===== src/rtl/add_f32.sv =====
// add_f32: two-stage pipelined IEEE-754 single-precision adder.
// Subnormal inputs are flushed to zero, results round to nearest even,
// and intermediate fields are exported for debug and monitoring.
// Handshake: in_valid qualifies a/b in the same cycle and is always accepted
// (no ready, no back-pressure); out_valid rises exactly two cycles later.
module add_f32 #(
    parameter int WIDTH         = 32,
    parameter int EXPONENTWIDTH = 8,
    parameter int MANTISSAWIDTH = 23
) (
    input  logic                     clk,
    input  logic                     rst,
    input  logic                     in_valid,
    input  logic [WIDTH-1:0]         a,
    input  logic [WIDTH-1:0]         b,
    output logic                     out_valid,
    output logic [WIDTH-1:0]         sum,
    output logic                     a_greater,
    output logic [EXPONENTWIDTH-1:0] exp_diff,
    output logic [EXPONENTWIDTH-1:0] sum_exp,
    output logic [MANTISSAWIDTH-1:0] mant_sum
);

    localparam logic [31:0] QNAN = 32'h7FC0_0000;

    // Position of the most significant one, counted from bit 26.
    function automatic logic [4:0] lzc27(input logic [26:0] v);
        lzc27 = 5'd27;
        for (int i = 0; i < 27; i++) begin
            if (v[i]) lzc27 = 5'(26 - i);
        end
    endfunction

    // ---------------- stage 1 combinational ----------------
    logic        a_ge;
    logic [31:0] op_l, op_s;
    logic [7:0]  exp_l, exp_s, d;
    logic [23:0] sig_l, sig_s;
    logic [49:0] shifted;
    logic [26:0] aligned;
    logic [27:0] mag;
    logic        a_nan, b_nan, a_inf, b_inf, special;
    logic [31:0] special_val;

    // Compare magnitudes, align the smaller significand, add or subtract.
    always_comb begin
        a_ge    = a[30:0] >= b[30:0];
        op_l    = a_ge ? a : b;
        op_s    = a_ge ? b : a;
        exp_l   = op_l[30:23];
        exp_s   = op_s[30:23];
        d       = exp_l - exp_s;
        sig_l   = (exp_l == 8'd0) ? 24'd0 : {1'b1, op_l[22:0]};
        sig_s   = (exp_s == 8'd0) ? 24'd0 : {1'b1, op_s[22:0]};
        shifted = {sig_s, 26'd0} >> d;
        // Shifts of 26 or more leave only the sticky bit.
        if (d >= 8'd26) aligned = {26'd0, |sig_s};
        else            aligned = {shifted[49:24], |shifted[23:0]};
        if (op_l[31] == op_s[31]) mag = {1'b0, sig_l, 3'b000} + {1'b0, aligned};
        else                      mag = {1'b0, sig_l, 3'b000} - {1'b0, aligned};

        a_nan   = (a[30:23] == 8'hFF) && (a[22:0] != 23'd0);
        b_nan   = (b[30:23] == 8'hFF) && (b[22:0] != 23'd0);
        a_inf   = (a[30:23] == 8'hFF) && (a[22:0] == 23'd0);
        b_inf   = (b[30:23] == 8'hFF) && (b[22:0] == 23'd0);
        special = (a[30:23] == 8'hFF) || (b[30:23] == 8'hFF);
        if (a_nan || b_nan || (a_inf && b_inf && (a[31] != b[31]))) special_val = QNAN;
        else if (a_inf)                                              special_val = a;
        else                                                         special_val = b;
    end

    // ---------------- stage 1 registers ----------------
    logic        s1_valid, s1_sign, s1_special, s1_a_greater;
    logic [7:0]  s1_exp, s1_exp_diff;
    logic [27:0] s1_mag;
    logic [31:0] s1_special_val;

    // Capture aligned sum and side fields; hold when no operation is issued.
    always_ff @(posedge clk) begin
        if (rst) begin
            s1_valid       <= 1'b0;
            s1_sign        <= 1'b0;
            s1_special     <= 1'b0;
            s1_a_greater   <= 1'b0;
            s1_exp         <= 8'd0;
            s1_exp_diff    <= 8'd0;
            s1_mag         <= 28'd0;
            s1_special_val <= 32'd0;
        end else begin
            s1_valid <= in_valid;
            if (in_valid) begin
                s1_sign        <= op_l[31];
                s1_special     <= special;
                s1_a_greater   <= a_ge;
                s1_exp         <= exp_l;
                s1_exp_diff    <= d;
                s1_mag         <= mag;
                s1_special_val <= special_val;
            end
        end
    end

    // ---------------- stage 2 combinational ----------------
    logic [4:0]         lz;
    logic [26:0]        norm;
    logic signed [10:0] e1, e2;
    logic               round_up;
    logic [24:0]        rnd;
    logic [22:0]        frac;
    logic [31:0]        result;

    // Normalize, round to nearest even, then select specials and range limits.
    always_comb begin
        lz = lzc27(s1_mag[26:0]);
        if (s1_mag[27]) begin
            norm = {s1_mag[27:2], s1_mag[1] | s1_mag[0]};
            e1   = $signed({3'b000, s1_exp}) + 11'sd1;
        end else begin
            norm = s1_mag[26:0] << lz;
            e1   = $signed({3'b000, s1_exp}) - $signed({6'b000000, lz});
        end
        round_up = norm[2] & (norm[1] | norm[0] | norm[3]);
        rnd      = {1'b0, norm[26:3]} + {24'd0, round_up};
        e2       = e1 + $signed({10'd0, rnd[24]});
        frac     = rnd[24] ? rnd[23:1] : rnd[22:0];

        if (s1_special)              result = s1_special_val;
        else if (s1_mag == 28'd0)    result = 32'd0;
        else if (e2 >= 11'sd255)     result = {s1_sign, 8'hFF, 23'd0};
        else if (e2 <= 11'sd0)       result = {s1_sign, 31'd0};
        else                         result = {s1_sign, e2[7:0], frac};
    end

    // Output registers; hold last result while no operation completes.
    always_ff @(posedge clk) begin
        if (rst) begin
            out_valid <= 1'b0;
            sum       <= 32'd0;
            a_greater <= 1'b0;
            exp_diff  <= 8'd0;
        end else begin
            out_valid <= s1_valid;
            if (s1_valid) begin
                sum       <= result;
                a_greater <= s1_a_greater;
                exp_diff  <= s1_exp_diff;
            end
        end
    end

    assign sum_exp  = sum[30:23];
    assign mant_sum = sum[22:0];

endmodule


===== config.mk =====
export PLATFORM = sky130hd
export DESIGN_NAME = add_f32
export DESIGN_NICKNAME = d
export VERILOG_FILES = /design/src/rtl/add_f32.sv
export SDC_FILE = /design/constraint.sdc
export NUM_CORES = 1
export LEC_CHECK = 0
export ABC_AREA = 1
export CAP_MARGIN = 40
export CORE_ASPECT_RATIO = 0.5
export CORE_UTILIZATION = 40
export DETAILED_ROUTE_END_ITERATION = 10
export HOLD_SLACK_MARGIN = 0.02
export PLACE_DENSITY = 0.59
export SLEW_MARGIN = 10
export SYNTH_ARGS = -nofsm -noshare
export SYNTH_HDL_FRONTEND = slang
export SYNTH_SLANG_ARGS = --single-unit

===== constraint.sdc =====
create_clock -name clk -period 8 [get_ports clk]
set_input_delay 2 -clock clk [delete_from_list [all_inputs] [get_ports clk]]
set_output_delay 2 -clock clk [all_outputs]
set_load 0.01 [all_outputs]

# --- Word level (Yosys, flattened, before mapping) ---
# Cells that the tools add are included.
totals:
  regBits: 122
  inputBits: 67
  elab_cells: 93
classes:
  n_addsub: 7
  magnitude_cmp: 4
  eq_ne: 4
  shifts: 2
  muxes: 42
  bitwise: 4
  n_reduce_logical: 18
op_table:
  columns: ["cell", "count"]
  rows:
  - ["two-way mux 32 bit", 6]
  - ["two-way mux 5 bit", 26]
  - ["two-way mux 31 bit", 2]
  - ["two-way mux 27 bit", 2]
  - ["right shift 50 x 8 -> 50 bit", 1]
  - ["two-way mux 24 bit", 2]
  - ["OR reduction 24 bit", 2]
  - ["logical NOT 23 bit", 2]
  - ["nonzero test 23 bit", 2]
  - [">= comparator 31 bit", 1]
  - ["adder 27 x 27 -> 28 bit", 1]
  - ["logical NOT 28 bit", 1]
  - ["two-way mux 28 bit", 1]
  - ["subtractor 27 x 27 -> 28 bit", 1]
  - ["left shift 27 x 5 -> 27 bit", 1]
  - ["adder 24 x 1 -> 25 bit", 1]
  - ["two-way mux 23 bit", 1]
  - ["== test 8 bit (second input constant)", 2]
  - ["logical NOT 8 bit", 2]
  - ["adder 11 x 2 -> 11 bit", 1]
  - [">= comparator 11 x 9 -> 1 bit (second input constant)", 1]
  - ["less-or-equal comparator 11 x 1 -> 1 bit (second input constant)", 1]
  - ["two-way mux 11 bit", 1]
  - ["adder 8 x 1 -> 9 bit (second input constant)", 1]
  - ["other kinds (10)", 19]

# --- Longest topological paths before layout ---
# Gate-level depths: netlist of the first run.
depth:
  word_depth: 39
  depth_mapped: 58
  depth_no_buf: 56

# --- Worst setup path after synthesis of the first run ---
# OpenSTA, ideal clock, no wires.
synth_timing:
  path_kind: "input -> register"
  startpoint: "in b[27]"
  endpoint: "reg s1_mag[25]"
  setup_time_ns: 0.113
  arrival_ns: 7.573
  slack_ns: 0.314
  stages: 52
  cell_sequence: "inv_1 -> ha_1 -> nand2_1 -> nor2_1 -> nand4_1 -> nor2_2 -> nand2_4 -> nand2_4 -> nand2_1 -> nand2_1 -> nand2_1 -> ha_1 -> nor2_2 -> inv_1 -> or2_0 -> nand2_1 -> inv_2 -> nor2_1 -> (+16 left out) -> nand2_1 -> nand3_1 -> nand2_1 -> nand3_1 -> nand2_1 -> nand3_1 -> nand2_1 -> nand3_1 -> nand2_1 -> nand3_1 -> nand2_1 -> nand4_1 -> o221ai_1 -> inv_1 -> nand2_1 -> nor2_1 -> o21ai_1 -> inv_1"
synth_between:
  elab_chain_cells: 9
  word_cells_on_any_way: 17
  classes_between: "add/sub: 3; order compare: 2; eq/ne: 1; shift: 1; mux: 6; reduce/logical: 4"
synth_rtl:
  columns: ["element", "line_no", "source"]
  rows:
  - ["start: declaration", "15", "input logic [WIDTH-1:0] b,"]
  - ["parallel branches: the longest is 8 deep, another holds >= comparator 31 bit", null, null]
  - ["two-way mux 28 bit *", "59", "if (op_l[31] == op_s[31]) mag = {1'b0, sig_l, 3'b000} + {1'b0, aligned};"]
  - ["end signal: assignment", "97", "s1_mag <= mag;"]
  - ["end: declaration", "75", "logic [27:0] s1_mag;"]
# Every way passes the cells marked *.
# A chain may end at the register's enable or synchronous reset.

# --- Worst setup path in the final report of the first run ---
layout_timing:
  startpoint: "in b[27]"
  endpoint: "reg s1_mag[13]"
# Same word-level chain as after synthesis.

==> out/qor.csv, run 1 <==
metric,value,unit
run status,"complete, no violations",
H-Tree Depth,4,
Worst Hold Class,flop to flop,
mapped cell area,14700,um2
CTS buffer count,17,
DR iter-0 viols,2159,
Yosys cell types,62,
Leak,0.0104,uW
Yosys reg bits,122,
critical path startpoint,b[27],
gr usage total,0.334,
Die Width,273,um
Mapped Nets,2760,
clk_skew,0.0127,ns
Antenna Nets Post-Route,0,
die area,37600,um2
RSZ-0062 raised after global routing,yes,
CTS tree,built,
period utilization,0.973,
Post-Place Worst Slack,-1.10,ns
Finished Layout Cells,3573,
CTS Buffer Depth,2,
Ports,140,
Hold Worst Slack,0.467,ns
slowest cell delay on critical path,0.36,ns
FF-to-FF path depth,49,
syn avg cell area,5.66,um2
Routed WL per cell,18.2,um
DR pass1 iterations,6,
Synth warnings,0,
Critical Path Start Type,input port,
vias in the first global route,16937,
Vias/cell,5.40,
gpl congestion,0.987,
WP data required,8.32,ns
CP max-delay cell,fa_2,
Setup Crit Path Kind,input port to flop,
fin nets,3235,
"Seq/Total Area, Yosys",0.166,
Area Growth Syn to Fin,43.6,%
Worst Setup EP,s1_mag[13]$_SDFFE_PP0P_,
Post-synth EDFFs,0,
"Data arrival, critical path",8.10,ns
CP Capture Type,flop,
Finish-stage setup viols,0,
final setup margin,0.220,ns
initial antenna violation count,0,
largest net degree at the start of global routing,67,
Placed Cells,3466,
clk sinks,122,
I/O Buffers,139,
Post-Route WL,65200,um
DR vias,19279,
PwrDens,212,nW/um2
final hold violations,0,
post-synthesis cell count,2601,
DIE HEIGHT,138,um
DRC viols,0,
Initial Utilization,0.408,
DP Area,18900,um2
final core utilization,0.586,
fraction of layout cells with a size suffix above 1,0.262,
end of the worst register-to-register path,sum[5]$_SDFFE_PP0P_,
VDD IR max,0.152,mV
Least-Margin Pin Slew,1.01,ns
"Reg clk slew, reported paths",0.06,ns
RR Startpoint,s1_mag[0]$_SDFFE_PP0P_,
first-pass GRT wire length,97500,um
Slew headroom,0.320,
"Clk Latency, worst-skew pair",0.42,ns
max-cap violations,0,
ant diodes,0,
Core ar.,36100,um2
Site Rows,49,
R2R setup slack,0.97,ns
post-route cell area,21200,um2
dominant synthesized flop cell,dfxtp_1,
Synth async-reset ratio,0,
crit-path max FO,7,
Worst path most repeated cell,buf_4,
Final min period,7.78,ns
fmax,0.129,GHz
CTS root buffer,clkbuf_16,
gr ovfl total,0,
"Slew Viols, Final",0,
DP HPWL,51500,um
## worst max-delay path: cells and delay by family
family,cells,cell delay [ns]
buffers and inverters,18,2.16
AOI/OAI and AO/OA,8,1.04
adders and majority gates,3,0.79
and+or+nand+nor,23,2.09
## per-stage QoR
stage / total power, uW / setup TNS [ns]
5_1_grt: 4800 / -0.350
4_1_cts: 4260 / 0
3_5_place_dp: 3340 / -11.05
2_1_floorplan: 2250 / 0
3_3_place_gp: 3350 / -9.96
6_report: 4490 / 0
## flip-flops by register name (all words and copies together), names as in the netlist
register / flops
a_greater: 1
exp_diff: 8
out_valid: 1
s1_a_greater: 1
s1_exp: 8
s1_exp_diff: 8
s1_mag: 28
s1_sign: 1
s1_special: 1
s1_special_val: 32
s1_valid: 1
sum: 32
## layout by cell type, fill, tap and decap left out, types with 14 or more instances in the layout
cell	count
clkbuf_16	17
a21oi_1	191
ha_1	67
nand2_1	641
dlygate4sd2_1	15
o21ai_0	141
xor2_1	24
clkbuf_2	30
nand4_1	30
nor4_1	18
dfxtp_1	122
o211ai_1	18
nand2_2	69
nor2_1	200
o21ai_1	28
buf_4	433
nor2_2	20
nor3_1	20
ha_4	22
clkdlybuf4s50_1	75
a211oi_1	26
a31oi_1	14
nand3_2	52
nand3_1	312
inv_1	271
inv_2	43
## kinds of logic after synthesis
kind of cell	count (synthesis)	synth area share
fa+ha+maj	92	0.0792
flops	122	0.166
simple gates	1403	0.414
xor+xnor	35	0.0226
buf+inv	467	0.133
compound gates	482	0.185
## worst min path at each step
stage	from	to	slack [ns]	cells after the start
floorplan	s1_sign$_SDFFE_PP0P_	sum[31]$_SDFFE_PP0P_	0.44	2
global placement	s1_special_val[3]$_SDFFE_PP0P_	s1_special_val[3]$_SDFFE_PP0P_	0.45	2
detailed placement	s1_special_val[9]$_SDFFE_PP0P_	s1_special_val[9]$_SDFFE_PP0P_	0.46	2
CTS	s1_special_val[9]$_SDFFE_PP0P_	s1_special_val[9]$_SDFFE_PP0P_	0.47	2
global route	s1_special_val[12]$_SDFFE_PP0P_	s1_special_val[12]$_SDFFE_PP0P_	0.49	2
finish	s1_special_val[9]$_SDFFE_PP0P_	s1_special_val[9]$_SDFFE_PP0P_	0.47	2
## final cells by class
| type | count | area (um2) |
|---|---|---|
| fill | 3708 | 15000 |
| multi-input combinational | 2015 | 11400 |
| timing repair buffer | 599 | 4900 |
| sequential | 122 | 2440 |
| inverter | 321 | 1210 |
| tap | 484 | 606 |
| clock buffer | 18 | 429 |
| clock inverter | 14 | 189 |
## Yosys cell counts, drive strengths merged, types with 24 or more instances
library cell / n / area, um2
nor2: 231 / 907
a211oi: 26 / 195
nand4: 31 / 209
nand3: 365 / 1880
nand2: 720 / 2770
o21ai: 179 / 930
dfxtp: 122 / 2440
ha: 90 / 1130
xor2: 27 / 263
a21oi: 205 / 1060
inv: 316 / 1190
buf: 68 / 457
clkbuf: 78 / 293
nor3: 24 / 125
## repair_timing
action / CTS / global route
setup endpoints to repair: 13 / 27
cloned: 3 / 0
buffers inserted: 36 / 38
hold buffers: 0 / 0
gates resized for setup: 146 / 251
pin swaps: 58 / 101
## power breakdown
group / internal, uW / switching [uW] / total (uW)
Sequential: 663 / 61.9 / 725
Combinational: 1190 / 1770 / 2960
Clock: 499 / 308 / 806
## routing by layer
metal | wire (um) | track usage
met5 | 0 | 0
met2 | 26800 | 0.488
met4 | 1130 | 0.0593
met1 | 31800 | 0.503
met3 | 5510 | 0.0633
Note: power is estimated with default switching activity, not from simulation.
==> run 2: changes to the inputs <==
--- a/config.mk
+++ b/config.mk
@@ -12,7 +12,7 @@
 export DETAILED_ROUTE_END_ITERATION = 10
 export HOLD_SLACK_MARGIN = 0.02
 export PLACE_DENSITY = 0.59
-export SLEW_MARGIN = 10
+export SLEW_MARGIN = 25
 export SYNTH_ARGS = -nofsm -noshare
 export SYNTH_HDL_FRONTEND = slang
 export SYNTH_SLANG_ARGS = --single-unit
==> run 2 against run 1 <==
  * Wire length up 0.56%
  * Critical path depth down 3
  * First-iteration DRC count up 2.9%
  * Worst hold slack about the same
  * Sequential share of layout area about the same
  * Total power down 1.6%
  * Register-to-register slack better by 0.02 ns
  * Worst setup slack worse by 0.15 ns
  * Fmax down 1.9%
  * Utilization about the same
  * Non-clock buffer count unchanged
  * Largest cell class unchanged
  * Clock power down 7.1%
==> out/qor.csv, run 2 (same netlist as run 1, synthesis figures left out) <==
metric,value,unit
Core ar.,36100,um2
CTS tree,built,
final setup margin,0.0707,ns
Routed WL per cell,18.3,um
clk_skew,0.0224,ns
max-cap violations,0,
Initial Utilization,0.408,
met3 usage in global routing,0.0467,
Slew headroom,0.391,
Site Rows,49,
RSZ-0062 raised after global routing,yes,
Hold Path End,s1_sign$_SDFFE_PP0P_,
fraction of layout cells with a size suffix above 1,0.271,
DR vias,19363,
DRC viols,0,
crit-path max FO,7,
Leak,0.0104,uW
CTS root buffer,clkbuf_16,
R2R setup slack,0.99,ns
Critical Path Start Type,input port,
end of the worst register-to-register path,sum[19]$_SDFFE_PP0P_,
CTS Buffer Depth,2,
Post-Place Worst Slack,-1.09,ns
die area,37600,um2
period utilization,0.991,
Regs by FF count,"s1_special_val: 32 flops, sum: 32 flops, s1_mag: 28 flops",
Worst Hold Path Cells,2,
largest net degree at the start of global routing,67,
Worst path most repeated cell,buf_4,
CTS buffer count,17,
Vias/cell,5.42,
DIE HEIGHT,138,um
fin nets,3235,
RR Startpoint,s1_mag[0]$_SDFFE_PP0P_,
Area Growth Syn to Fin,43.6,%
FF-to-FF path depth,49,
Die Width,273,um
Final min period,7.93,ns
final hold violations,0,
"Slew Viols, Final",0,
"Data arrival, critical path",8.26,ns
first-pass GRT wire length,97600,um
H-Tree Depth,4,
DR pass1 iterations,6,
Post-Route WL,65600,um
slowest cell delay on critical path,0.37,ns
CP Buf/Inv Count,18,
GR peak layer,met1,
initial antenna violation count,0,
Antenna Nets Post-Route,0,
"Reg clk slew, reported paths",0.06,ns
"Clk Latency, worst-skew pair",0.44,ns
VDD IR max,0.127,mV
clk sinks,122,
vias in the first global route,16847,
"CP delay by family, top",simple AND/OR/NAND/NOR gates,
ant diodes,0,
WP data required,8.33,ns
Placed Cells,3466,
Least-Margin Pin Slew,0.905,ns
Fill cells,3659,
Finish-stage setup viols,0,
DP HPWL,51500,um
grt met1 use,0.517,
Worst Hold Class,flop to flop,
Finished Layout Cells,3573,
run status,"complete, no violations",
DR iter-0 viols,2222,
CP Capture Type,flop,
min-delay src,s1_sign$_SDFFE_PP0P_,
PwrDens,209,nW/um2
most frequent cells in the layout,"nand2_1 (635), buf_4 (432), nand3_1 (308)",
Ports,140,
GR Util met2,0.487,
Setup Crit Path Kind,input port to flop,
CP max-delay cell,fa_2,
gr usage total,0.336,
fmax,0.126,GHz
CTS hold repair buffers,0,
gr ovfl total,0,
"commonest non-fill, non-tap cell in the layout",nand2_1,
gpl congestion,0.987,
I/O Buffers,139,
-- run 2: final cells by class --
cell class	count	area, um2	share of cell area
Clock buffer	18	429	0.0203
Clock inverter	14	140	0.00662
Tap cell	484	606	0.0286
Timing Repair Buffer	599	4850	0.229
Multi-Input combinational cell	2015	11500	0.542
Inverter	321	1210	0.0574
Sequential cell	122	2440	0.115
-- run 2: through the flow --
stage | area (um2) | util | hold slack, ns | power, uW | setup TNS, ns
after global routing | 21200 | 0.586 | 0.480 | 4730 | -0.949
after global placement | 18900 | 0.523 | 0.453 | 3350 | -9.96
final | 21200 | 0.586 | 0.466 | 4420 | 0
after floorplan | 14700 | - | 0.437 | 2250 | 0
after detailed placement | 18900 | 0.524 | 0.455 | 3340 | -10.69
after CTS | 20200 | 0.559 | 0.464 | 4190 | 0
-- run 2: worst max path at each step --
stage / cells after the start / startpoint / end / slack, ns
finish: 49 / b[30] / s1_mag[13]$_SDFFE_PP0P_ / 0.07
global route: 59 / b[19] / s1_mag[25]$_SDFFE_PP0P_ / -0.19
detailed placement: 54 / b[30] / s1_mag[25]$_SDFFE_PP0P_ / -1.09
CTS: 58 / b[4] / s1_mag[25]$_SDFFE_PP0P_ / 0.0003
global placement: 51 / b[28] / s1_mag[25]$_SDFFE_PP0P_ / -1.04
floorplan: 52 / b[27] / s1_mag[25]$_SDFFE_PP0P_ / 0.31
-- run 2: timing repair --
| item | in CTS | in global routing |
|---|---|---|
| endpoints found under the setup margin | 12 | 25 |
| cloned | 3 | 1 |
| pin swaps | 61 | 99 |
| setup buffers | 35 | 34 |
| resized for setup | 143 | 296 |
-- run 2: worst register-to-register path, delay by kind of cell, from the launching register on --
kind	cells	cell delay [ns]
AND/OR/NAND/NOR	33	3.77
AO/OA/AOI/OAI	8	1.48
adder cells (fa/ha/maj)	3	0.56
buffers and inverters	4	0.48
flip-flops	1	0.47
XOR/XNOR	1	0.19
-- run 2: routing by layer --
metal / part of all wire / up-vias
li1: - / 9538
met1: 0.49 / 8976
met2: 0.41 / 785
met3: 0.078 / 64
met4: 0.017 / 0
met5: 0 / -
-- run 2: power breakdown --
| group | switching, uW | internal, uW |
|---|---|---|
| Combinational | 1770 | 1170 |
| Sequential | 63.0 | 663 |
| Clock | 316 | 433 |
| Total | 2150 | 2270 |
